===== config.mk =====
export PLATFORM = sky130hd
export DESIGN_NAME = serialize
export DESIGN_NICKNAME = d
export VERILOG_FILES = /design/src/rtl/serialize.sv
export SDC_FILE = /design/constraint.sdc
export NUM_CORES = 1
export LEC_CHECK = 0
export BUFFER_PORTS_ARGS = -buffer_cell sky130_fd_sc_hd__buf_4
export CORE_ASPECT_RATIO = 1.1
export CORE_MARGIN = 10
export CORE_UTILIZATION = 35
export CTS_BUF_LIST = sky130_fd_sc_hd__clkbuf_8
export DETAILED_ROUTE_END_ITERATION = 8
export GPL_TIMING_DRIVEN = 0
export HOLD_SLACK_MARGIN = 0.03
export PLACE_DENSITY = 0.64
export SLEW_MARGIN = 20
export SYNTH_ARGS = -nofsm -noshare
export SYNTH_HDL_FRONTEND = slang
export SYNTH_SLANG_ARGS = --single-unit

===== constraint.sdc =====
create_clock -name clk -period 3.3 [get_ports clk]
set_input_delay 0 -clock clk [delete_from_list [all_inputs] [get_ports clk]]
set_output_delay 0 -clock clk [all_outputs]
set_load 0.01 [all_outputs]

===== src/rtl/serialize.sv =====
// serialize: takes a packed vector of up to N words per din handshake and
// emits the words one per dout handshake, least-significant word first,
// flagging the last word with eot. dout word/eot/valid come straight from
// flops; din_ready_o depends combinationally on dout_ready_i only while the
// last word of a vector is presented.
module serialize #(
  parameter int W_DATA = 16,
  parameter int N      = 4,
  parameter int W_LEN  = $clog2(N+1)
) (
  input  logic                      clk,
  input  logic                      rst,
  input  logic [W_LEN+N*W_DATA-1:0] din_data_i,
  input  logic                      din_valid_i,
  output logic                      din_ready_o,
  output logic [W_DATA:0]           dout_data_o,
  output logic                      dout_valid_o,
  input  logic                      dout_ready_i
);

  localparam int W_IDX = (N > 1) ? $clog2(N) : 1;

  typedef enum logic {IDLE, SEND} state_t;

  state_t                     state_q, state_d;
  logic [W_IDX-1:0]           idx_q, idx_d, idx_nx;
  logic [W_LEN-1:0]           len_q, len_d, len_in, len_eff;
  logic [N-1:0][W_DATA-1:0]   items_q, items_d, din_items;
  logic [W_DATA-1:0]          word_q, word_d;
  logic                       eot_q, eot_d;
  logic                       vld_q, vld_d;
  logic                       xfer, acc, load;

  assign dout_data_o  = {eot_q, word_q};
  assign dout_valid_o = vld_q;

  // Handshakes, length clamp and next-state/next-word selection.
  always_comb begin
    len_in    = din_data_i[N*W_DATA +: W_LEN];
    len_eff   = (len_in > W_LEN'(N)) ? W_LEN'(N) : len_in;
    din_items = din_data_i[N*W_DATA-1:0];
    xfer      = vld_q & dout_ready_i;
    // A new vector may enter only when nothing is held or the held one
    // is handing over its final word this very cycle.
    din_ready_o = (state_q == IDLE) | (xfer & eot_q);
    acc       = din_valid_i & din_ready_o;
    // len==0 vectors are swallowed without ever touching the output.
    load      = acc & (len_eff != '0);
    idx_nx    = idx_q + 1'b1;

    state_d = state_q;
    idx_d   = idx_q;
    len_d   = len_q;
    items_d = items_q;
    word_d  = word_q;
    eot_d   = eot_q;
    vld_d   = vld_q;

    case (state_q)
      IDLE: ;
      SEND: begin
        if (xfer) begin
          if (!eot_q) begin
            idx_d  = idx_nx;
            word_d = items_q[idx_nx];
            eot_d  = (W_LEN'(idx_nx) == len_q - 1'b1);
          end else begin
            state_d = IDLE;
            idx_d   = '0;
            vld_d   = 1'b0;
          end
        end
      end
      default: begin
        state_d = IDLE;
        vld_d   = 1'b0;
      end
    endcase

    // Accepting a vector overrides the drain-to-IDLE above so the first
    // word follows the previous eot with no bubble.
    if (load) begin
      state_d = SEND;
      idx_d   = '0;
      len_d   = len_eff;
      items_d = din_items;
      word_d  = din_items[0];
      eot_d   = (len_eff == W_LEN'(1));
      vld_d   = 1'b1;
    end
  end

  // Control state: reset drops any held vector without emitting eot.
  always_ff @(posedge clk) begin
    if (rst) begin
      state_q <= IDLE;
      idx_q   <= '0;
      vld_q   <= 1'b0;
    end else begin
      state_q <= state_d;
      idx_q   <= idx_d;
      vld_q   <= vld_d;
    end
  end

  // Datapath registers: content is don't-care while vld_q is low.
  always_ff @(posedge clk) begin
    len_q   <= len_d;
    items_q <= items_d;
    word_q  <= word_d;
    eot_q   <= eot_d;
  end

endmodule


# [Word level (Yosys, flattened, before mapping)]
# Index checks and enable logic that the tools add are counted.
[word_totals] register_bits=88 latchBits=0 mem_bits_rw=0 mem_bits_ro=0 input_bits=71 output_inout_bits=19 word_cells=52 mem_count=0
[op_classes] add_sub_neg=2 n_mul=0 div_mod_pow=0 n_lt_le_gt_ge=2 eq_ne=3 shifts=0 mux=20 n_bitwise=6 reduce_logical=9
[op_table] cell="16-bit two-way mux" count=5
[op_table] cell="16-bit binary-select mux with 2-bit select" count=1
[op_table] cell="1-bit two-way mux" count=12
[op_table] cell="3-bit AND reduction" count=2
[op_table] cell="2-bit nonzero test" count=3
[op_table] cell="1-bit AND" count=4
[op_table] cell="2-bit AND reduction" count=2
[op_table] cell="2-bit by 3-bit equality test with 1-bit output" count=1
[op_table] cell="3-bit by 1-bit equality test with 1-bit output (second input constant)" count=1
[op_table] cell="3-bit greater-than comparator (second input constant)" count=1
[op_table] cell="2-bit by 3-bit less-than comparator with 1-bit output (second input constant)" count=1
[op_table] cell="3-bit two-way mux" count=1
[op_table] cell="3-bit nonzero test" count=1
[op_table] cell="3-bit by 1-bit subtractor with 3-bit output (second input constant)" count=1
[op_table] cell="2-bit by 1-bit adder with 2-bit output (second input constant)" count=1
[op_table] cell="2-bit two-way mux" count=1
[op_table] cell="2-bit by 1-bit != test with 1-bit output (second input constant)" count=1
[op_table] cell="2-bit OR reduction" count=1
[op_table] cell="1-bit inverter" count=1
[op_table] cell="1-bit bitwise OR" count=1

# [Depth between registers and ports, before layout]
# Gate-level depths: netlist (run 1).
[logic_depth] ltp_word=7 mapped_depth=5 ltp_nobuf=5

# [Worst setup path before layout (run 1)]
# No wires, ideal clock.
[synth_path] path_type="register to register" from="register state_q" to="register word_q[0], enable pin" setup_time_ns=0.414 t_arrival_ns=1.922 required_ns=2.886 setup_slack_ns=0.964 stages_incl_launch_ff=5 n_path_buf=1 synth_period_minus_slack_ns=2.336 path_cell_list="dfxtp_1 -> buf_2 -> inv_1 -> o21ai_0 -> a21boi_0"
[synth_via] elab_chain_cells=6 elab_cells_between_ends=8 classes_between="eq/ne: 1; bitwise: 4; reduce/logical: 3"
[synth_lines] item="start: declaration" line_no="25" text="state_t state_q, state_d;"
[synth_lines] item="start signal: assignment" line_no="100" text="state_q <= state_d;"
[synth_lines] item="1-bit inverter" line_no="45" text="din_ready_o = (state_q == IDLE) | (xfer & eot_q);"
[synth_lines] item="1-bit bitwise OR" line_no="45"
[synth_lines] item="1-bit AND" line_no="46" text="acc = din_valid_i & din_ready_o;"
[synth_lines] item="1-bit AND" line_no="48" text="load = acc & (len_eff != '0);"
[synth_lines] item="2-bit by 1-bit != test with 1-bit output (no line) or 2-bit nonzero test (tied branches)"
[synth_lines] item="3-bit AND reduction (no line) (*)"
[synth_lines] item="end signal: assignment" line_no="110" text="word_q <= word_d;"
[synth_lines] item="end: declaration" line_no="29" text="logic [W_DATA-1:0] word_q, word_d;"
# Every way passes the cells marked *; elsewhere a longest branch is shown, timed or not.
# A chain may end at the register's enable or synchronous reset.

# [Final worst setup path (run 1)]
[layout_path] from="register eot_q" to="register word_q[10], data pin"
[layout_via] elab_chain_cells=5
[layout_lines] item="start: declaration" line_no="30" text="logic eot_q, eot_d;"
[layout_lines] item="start signal: assignment" line_no="111" text="eot_q <= eot_d;"
[layout_lines] item="1-bit AND" line_no="45"
[layout_lines] item="1-bit bitwise OR" line_no="45"
[layout_lines] item="1-bit AND" line_no="46"
[layout_lines] item="1-bit AND" line_no="48"
[layout_lines] item="net load" line_no="32" text="logic xfer, acc, load;"
[layout_lines] item="16-bit two-way mux" line_no="82" text="if (load) begin"
[layout_lines] item="net word_d[10]" line_no="29"
# The timed path passes the listed nets, and every way through them passes these cells.

==> impl_metrics.env, run 1 <==
export IMPL_outcome="finished, final reports clean"
export IMPL_ir_drop_uv=235
export IMPL_setup_viol_count_final=0
export IMPL_cts_buffer_depth=2
export IMPL_timing_slew_headroom_pct=52.7
export IMPL_die_w_microns=115
export IMPL_synth_seq_cells=88
export IMPL_yosysWarningCount=0
export IMPL_cts_sinks=88
export IMPL_drt_wirelength_per_cell_microns=17.4
export IMPL_synthTopCellsByCount="84 x edfxtp_1, 16 x mux2_2, 9 x mux4_1"
export IMPL_htree_levels=3
export IMPL_wl_microns=8000
export IMPL_antenna_left=0
export IMPL_rsz0062_at_grt="false"
export IMPL_pwr_density_cell_mw_per_mm2=451
export IMPL_layout_drive_gt1_share_pct=40.5
export IMPL_synthCells=166
export IMPL_gp_congestion=0.761
export IMPL_cts_buffers=9
export IMPL_drt_first_pass_iters=4
export IMPL_synth_top_family_by_area="multiplexers"
export IMPL_drcViolationCount=0
export IMPL_synth_area_leaders="edfxtp_1 72%, mux4_1 6.8%, mux2_2 5.2%"
export IMPL_drtIter0Drc=82
export IMPL_insertion_delay_ns=0.35
export IMPL_area_growth_pct=49.1
export IMPL_port_buffers=89
export IMPL_grt_pass1_wl_microns=12900
export IMPL_worst_setup_path_type="reg -> reg"
export IMPL_grt_pass1_vias=2433
export IMPL_cts_tree="done"
export IMPL_period_share_pct=72.8
export IMPL_ios=90
export IMPL_critPathCaptureType="flip-flop"
export IMPL_ys_dominant_reg_cell="edfxtp_1"
export IMPL_pre_cts_ws_ns=0.913
export IMPL_seq_area_frac_synth_pct=74.4
export IMPL_initial_utilization_pct=35.7
export IMPL_synth_edff_count=84
export IMPL_fin_ws_ns=0.897
export IMPL_async_reset_ff_share_pct=0
export IMPL_yosys_area_share_simple_pct=2.25
export IMPL_cts_setup_buffers=0
export IMPL_min_path_type="in -> reg"
export IMPL_period_minus_slack_ns=2.40
export IMPL_power_mw=2.35
export IMPL_yosys_area_share_adder_pct=0.358
export IMPL_synth_top_area_share_pct=72.1
export IMPL_cts_resized_gates=0
export IMPL_worst_pin_slew_ns=0.709
export IMPL_vias_per_cell=4.66
export IMPL_synth_xor_area_share_pct=0.501
export IMPL_finalHoldViolations=0
export IMPL_nNetsFinal=408
export IMPL_clkTransAtPathRegs_ns=0.09
export IMPL_yosysTopAreaCell="edfxtp_1"
export IMPL_netlist_cell_type_count=31
export IMPL_whs_ns=0.132
export IMPL_row_count=38
export IMPL_worst_ep_required_time_ns=3.41
export IMPL_skew_ns=0.00822
export IMPL_synth_compound_area_share_pct=3.83
export IMPL_rrSetupSlack_ns=0.90
export IMPL_finalMaxSlewViolations=0
export IMPL_grt_antenna_before_repair=0
export IMPL_grt_total_usage_pct=11.6
export IMPL_vias=2149
export IMPL_p_leak_nw=1.94
export IMPL_drv_cap=0
export IMPL_hpwl_microns=5030
export IMPL_cp_max_fo=76
export IMPL_root_buffer="clkbuf_8"
export IMPL_cp_start_kind="flip-flop"
export IMPL_die_area_sq_mm=0.0144
export IMPL_core_sq_mm=0.00979
export IMPL_arrival_ns=2.51
export IMPL_grt_max_degree=77
export IMPL_postPlaceCellArea_sq_mm=0.00433
export IMPL_max_freq_mhz=416
export IMPL_syn_area_sq_mm=0.00350
export IMPL_grt_overflow=0
export IMPL_synth_area_mux_share_pct=16.7
export IMPL_design_area_sq_mm=0.00522
export IMPL_num_antenna_cells=0
export IMPL_yosysMostFrequentCell="edfxtp_1"
export IMPL_syn_avg_cell_area_sq_um=21.1
export IMPL_syn_num_nets=238
export IMPL_die_y_microns=125
## cells in the final DEF (no fill, tap or decap), drive strengths merged, types with 4 or more instances in the layout
master,instances
mux4,16
inv,7
o21ai,4
dfxtp,4
clkbuf,12
a21oi,6
dlygate4sd3,70
buf,94
mux2,16
edfxtp,84
## where the power goes
part / switching, mW / total (mW) / internal [mW]
Combinational: 0.125 / 0.311 / 0.185
Sequential: 0.0225 / 1.34 / 1.32
Clock: 0.411 / 0.702 / 0.291
Total: 0.559 / 2.35 / 1.79
## logic make-up (layout without fill, tap and decap cells)
family                     after synthesis  count (layout)
adders and majority gates                1               1
xor gates and xnor gates                 2               2
and+or+nand+nor                         14              14
AOI/OAI and AO/OA                       17              17
DFF                                     88              88
muxes                                   33              33
buffers and inverters                   11             186
## layer usage
layer / part of all wire, % / wire (microns) / vias to the layer above / GRT usage, %
met3: 5.3 / 423 / 10 / 3.56
met4: 2.1 / 169 / 0 / 5.47
li1: - / - / 1027 / -
met1: 38 / 3070 / 1052 / 12.8
met5: 0 / 0 / - / 0
met2: 54 / 4340 / 60 / 19.7
## area by class of cell
type                            count  area (sq um)
Buffer                              8          57.6
Clock buffer                        9           124
Clock inverter                      7          62.6
Fill cell                         788          4580
Inverter                            3          11.3
Multi-Input combinational cell     67           838
Sequential cell                    88          2600
Tap cell                          120           150
Timing Repair Buffer              159          1370
## sequential cells by signal, summed over array words and instances, names as in the netlist
| register | cells |
|---|---|
| eot_q | 1 |
| items_q | 64 |
| len_q | 3 |
| dout_valid_o | 1 |
| word_q | 16 |
| state_q | 1 |
| idx_q | 2 |
## per-stage QoR
step	TNS, ns	util, %	instances
after floorplan	0	-	166
after global placement	-3.01	44.1	375
after detailed placement	0	44.2	375
after CTS	0	53.2	461
after global routing	0	53.2	461
final	0	53.2	461
## path summary, 6_finish.rpt
path / cells past startpoint / end / start
min: 4 / dout_valid_o / din_valid_i
min reg2reg: 2 / idx_q[1] / idx_q[0]
max: 4 / word_q[10] / eot_q
max reg2reg: 4 / word_q[10] / eot_q
## critical path, stage by stage, from the launching register on
cell and delay (ns):
edfxtp_1 0.51, nand3_2 0.17, a21oi_4 0.40, buf_6 0.58
mux2_2 0.41
## timing repair
| action | in CTS | in global routing |
|---|---|---|
| endpoints found under the hold margin | 87 | 0 |
| setup endpoints to repair | 0 | 0 |
| hold buffers | 70 | 0 |
No activity file was read; power rests on OpenSTA's default activity.
==> inputs of run 2 (changes only) <==
--- a/config.mk
+++ b/config.mk
@@ -5,6 +5,7 @@
 export SDC_FILE = /design/constraint.sdc
 export NUM_CORES = 1
 export LEC_CHECK = 0
+export ABC_AREA = 1
 export BUFFER_PORTS_ARGS = -buffer_cell sky130_fd_sc_hd__buf_4
 export CORE_ASPECT_RATIO = 1.1
 export CORE_MARGIN = 10
@@ -13,7 +14,7 @@
 export DETAILED_ROUTE_END_ITERATION = 8
 export GPL_TIMING_DRIVEN = 0
 export HOLD_SLACK_MARGIN = 0.03
-export PLACE_DENSITY = 0.64
+export PLACE_DENSITY = 0.66
 export SLEW_MARGIN = 20
 export SYNTH_ARGS = -nofsm -noshare
 export SYNTH_HDL_FRONTEND = slang
==> constraint.sdc (replaced) <==
create_clock -name clk -period 2.2 [get_ports clk]
set_input_delay 0 -clock clk [delete_from_list [all_inputs] [get_ports clk]]
set_output_delay 0 -clock clk [all_outputs]
set_load 0.01 [all_outputs]
==> impl_metrics.env, run 2 <==
export IMPL_ios=90
export IMPL_dr_wl_met2_microns=4560
export IMPL_cts_setup_buffers=0
export IMPL_cts_tree="done"
export IMPL_gp_congestion=0.800
export IMPL_drtIter0Drc=92
export IMPL_critPathCaptureType="flip-flop"
export IMPL_top_register="items_q"
export IMPL_largestRegisters="items_q x64, word_q x16, len_q x3"
export IMPL_drt_met1_wl_microns=3520
export IMPL_synth_area_leaders="edfxtp_1 72%, nand2_1 14%, a21oi_1 2.7%"
export IMPL_period_share_pct=86.2
export IMPL_die_y_microns=125
export IMPL_core_sq_mm=0.00979
export IMPL_cts_buffer_depth=2
export IMPL_finalHoldViolations=0
export IMPL_p_leak_nw=2.27
export IMPL_drt_first_pass_iters=4
export IMPL_wl_microns=8770
export IMPL_setup_viol_count_final=0
export IMPL_ys_dominant_reg_cell="edfxtp_1"
export IMPL_grt_pass1_vias=2848
export IMPL_netlist_cell_type_count=19
export IMPL_cts_sinks=88
export IMPL_antenna_left=0
export IMPL_die_w_microns=115
export IMPL_final_util_pct=53.4
export IMPL_synth_seq_cells=88
export IMPL_final_common_cell="nand2_1"
export IMPL_vias_per_cell=4.41
export IMPL_max_freq_mhz=527
export IMPL_layout_drive_gt1_share_pct=26.0
export IMPL_rsz0062_at_grt="false"
export IMPL_syn_num_nets=367
export IMPL_vias=2600
export IMPL_synth_top_area_share_pct=72.1
export IMPL_die_area_sq_mm=0.0144
export IMPL_insertion_delay_ns=0.36
export IMPL_row_count=38
export IMPL_htree_levels=3
export IMPL_hpwl_microns=5800
export IMPL_largest_reg_flops=64
export IMPL_worst_setup_path_type="reg -> reg"
export IMPL_period_minus_slack_ns=1.90
export IMPL_port_buffers=89
export IMPL_worst_ep_required_time_ns=2.13
export IMPL_top_layer_used="met4"
export IMPL_nNetsFinal=537
export IMPL_grt_pass1_wl_microns=14100
export IMPL_cp_start_kind="flip-flop"
export IMPL_finalMaxSlewViolations=0
export IMPL_cts_buffers=9
export IMPL_outcome="finished, final reports clean"
export IMPL_clkTransAtPathRegs_ns=0.08
export IMPL_seq_area_frac_synth_pct=74.4
export IMPL_skew_ns=0.00847
export IMPL_cp_slowest_cell="nand2_1"
export IMPL_rrSetupSlack_ns=0.30
export IMPL_max_stage_delay_ns=0.48
export IMPL_grt_overflow=0
export IMPL_worst_pin_slew_ns=0.743
export IMPL_timing_slew_headroom_pct=50.3
export IMPL_final_cell_mix="129 x nand2_1, 91 x buf_4, 84 x edfxtp_1, 70 x dlygate4sd3_1, 19 x a21oi_1"
export IMPL_syn_avg_cell_area_sq_um=11.9
export IMPL_arrival_ns=1.83
export IMPL_yosysTopAreaCell="edfxtp_1"
export IMPL_syn_area_sq_mm=0.00350
export IMPL_grt_total_usage_pct=12.6
export IMPL_grt_max_degree=77
export IMPL_pwr_density_cell_mw_per_mm2=705
export IMPL_path_cells="nand3_1 > nand2_2 > nand3_4 > buf_2 > nand2_1"
export IMPL_synth_edff_count=84
export IMPL_min_path_type="in -> reg"
export IMPL_drt_wirelength_per_cell_microns=14.9
export IMPL_drcViolationCount=0
export IMPL_synthCells=295
export IMPL_ir_drop_uv=357
export IMPL_area_growth_pct=49.6
export IMPL_synthTopCellsByCount="129 x nand2_1, 84 x edfxtp_1, 19 x a21oi_1"
export IMPL_finalSetupTns_ns=0
export IMPL_cp_max_fo=16
export IMPL_met3_length_microns=521
export IMPL_yosysMostFrequentCell="nand2_1"
export IMPL_async_reset_ff_share_pct=0
export IMPL_num_antenna_cells=0
export IMPL_yosysWarningCount=0
export IMPL_root_buffer="clkbuf_8"
export IMPL_grt_antenna_before_repair=0
export IMPL_drv_cap=0
export IMPL_initial_utilization_pct=35.7
## run 2: cell count changes in the layout (fill, tap and decap cells not counted), sizes merged, moves of 3 or more
cell    previous run  this run
nor2               3         7
mux2              16         0
buf               94        99
a21oi              6        19
a211oi             3         0
mux4              16         0
inv                7        15
nand3              3         6
nand2              2       131
o21ai              4        14
## run 2: power by group
| part | internal [mW] | switching [mW] |
|---|---|---|
| Sequential | 1.99 | 0.0362 |
| Clock | 0.631 | 0.554 |
| Combinational | 0.260 | 0.219 |
## run 2: kinds of logic (layout without fill, tap and decap cells)
family | after synthesis | after routing | synth area share, %
XOR/XNOR | 2 | 2 | 0.501
buffers and inverters | 25 | 200 | 3.43
flip-flops | 88 | 88 | 74.4
AO/OA/AOI/OAI | 35 | 35 | 5.15
adder cells (fa/ha/maj) | 1 | 1 | 0.358
AND/OR/NAND/NOR | 144 | 144 | 16.2
## run 2: through the flow
stage | cell area (sq um) | power [mW] | setup slack [ns] | hold slack, ns | instances
after floorplan | 3500 | 2.23 | 0.438 | 0.0691 | 295
after global placement | 4320 | 2.43 | 0.166 | 0.178 | 504
after detailed placement | 4320 | 2.45 | 0.144 | 0.179 | 504
after CTS | 5230 | 3.74 | 0.119 | 0.0504 | 590
after global routing | 5230 | 3.87 | 0.0626 | 0.100 | 590
final | 5230 | 3.69 | 0.303 | 0.0734 | 590
## run 2: final cells by class
| cell class | count | area, sq um |
|---|---|---|
| clock buffer | 9 | 124 |
| multi-input combinational | 182 | 776 |
| buffer | 11 | 71.3 |
| sequential | 88 | 2600 |
| inverter | 14 | 52.6 |
| tap | 120 | 150 |
| clock inverter | 7 | 87.6 |
| fill | 852 | 4560 |
| timing repair buffer | 159 | 1370 |
## run 2: final timing paths
path	depth (start not counted)	end	startpoint
hold / removal	4	idx_q[0]	dout_ready_i
setup reg to reg	5	word_q[6]	eot_q
hold reg to reg	2	dout_valid_o	dout_valid_o
setup / recovery	5	word_q[6]	eot_q
## run 2: layer usage
layer / vias up / GRT usage, %
li1: 1340 / -
met1: 1182 / 14.2
met2: 67 / 21.3
met3: 11 / 3.37
met4: 0 / 6.20
met5: - / 0
## run 2: what timing repair did
item | 4_1_cts | 5_1_grt
hold buffers | 70 | 0
setup endpoints to repair | 0 | 76
hold endpoints to repair | 87 | 0
resized for setup | 0 | 1
## run 2: critical path, delay by kind of cell, from the launching register on
kind / cells / cell delay (ns)
buffers and inverters: 1 / 0.23
AND/OR/NAND/NOR: 4 / 0.79
flip-flops: 1 / 0.44
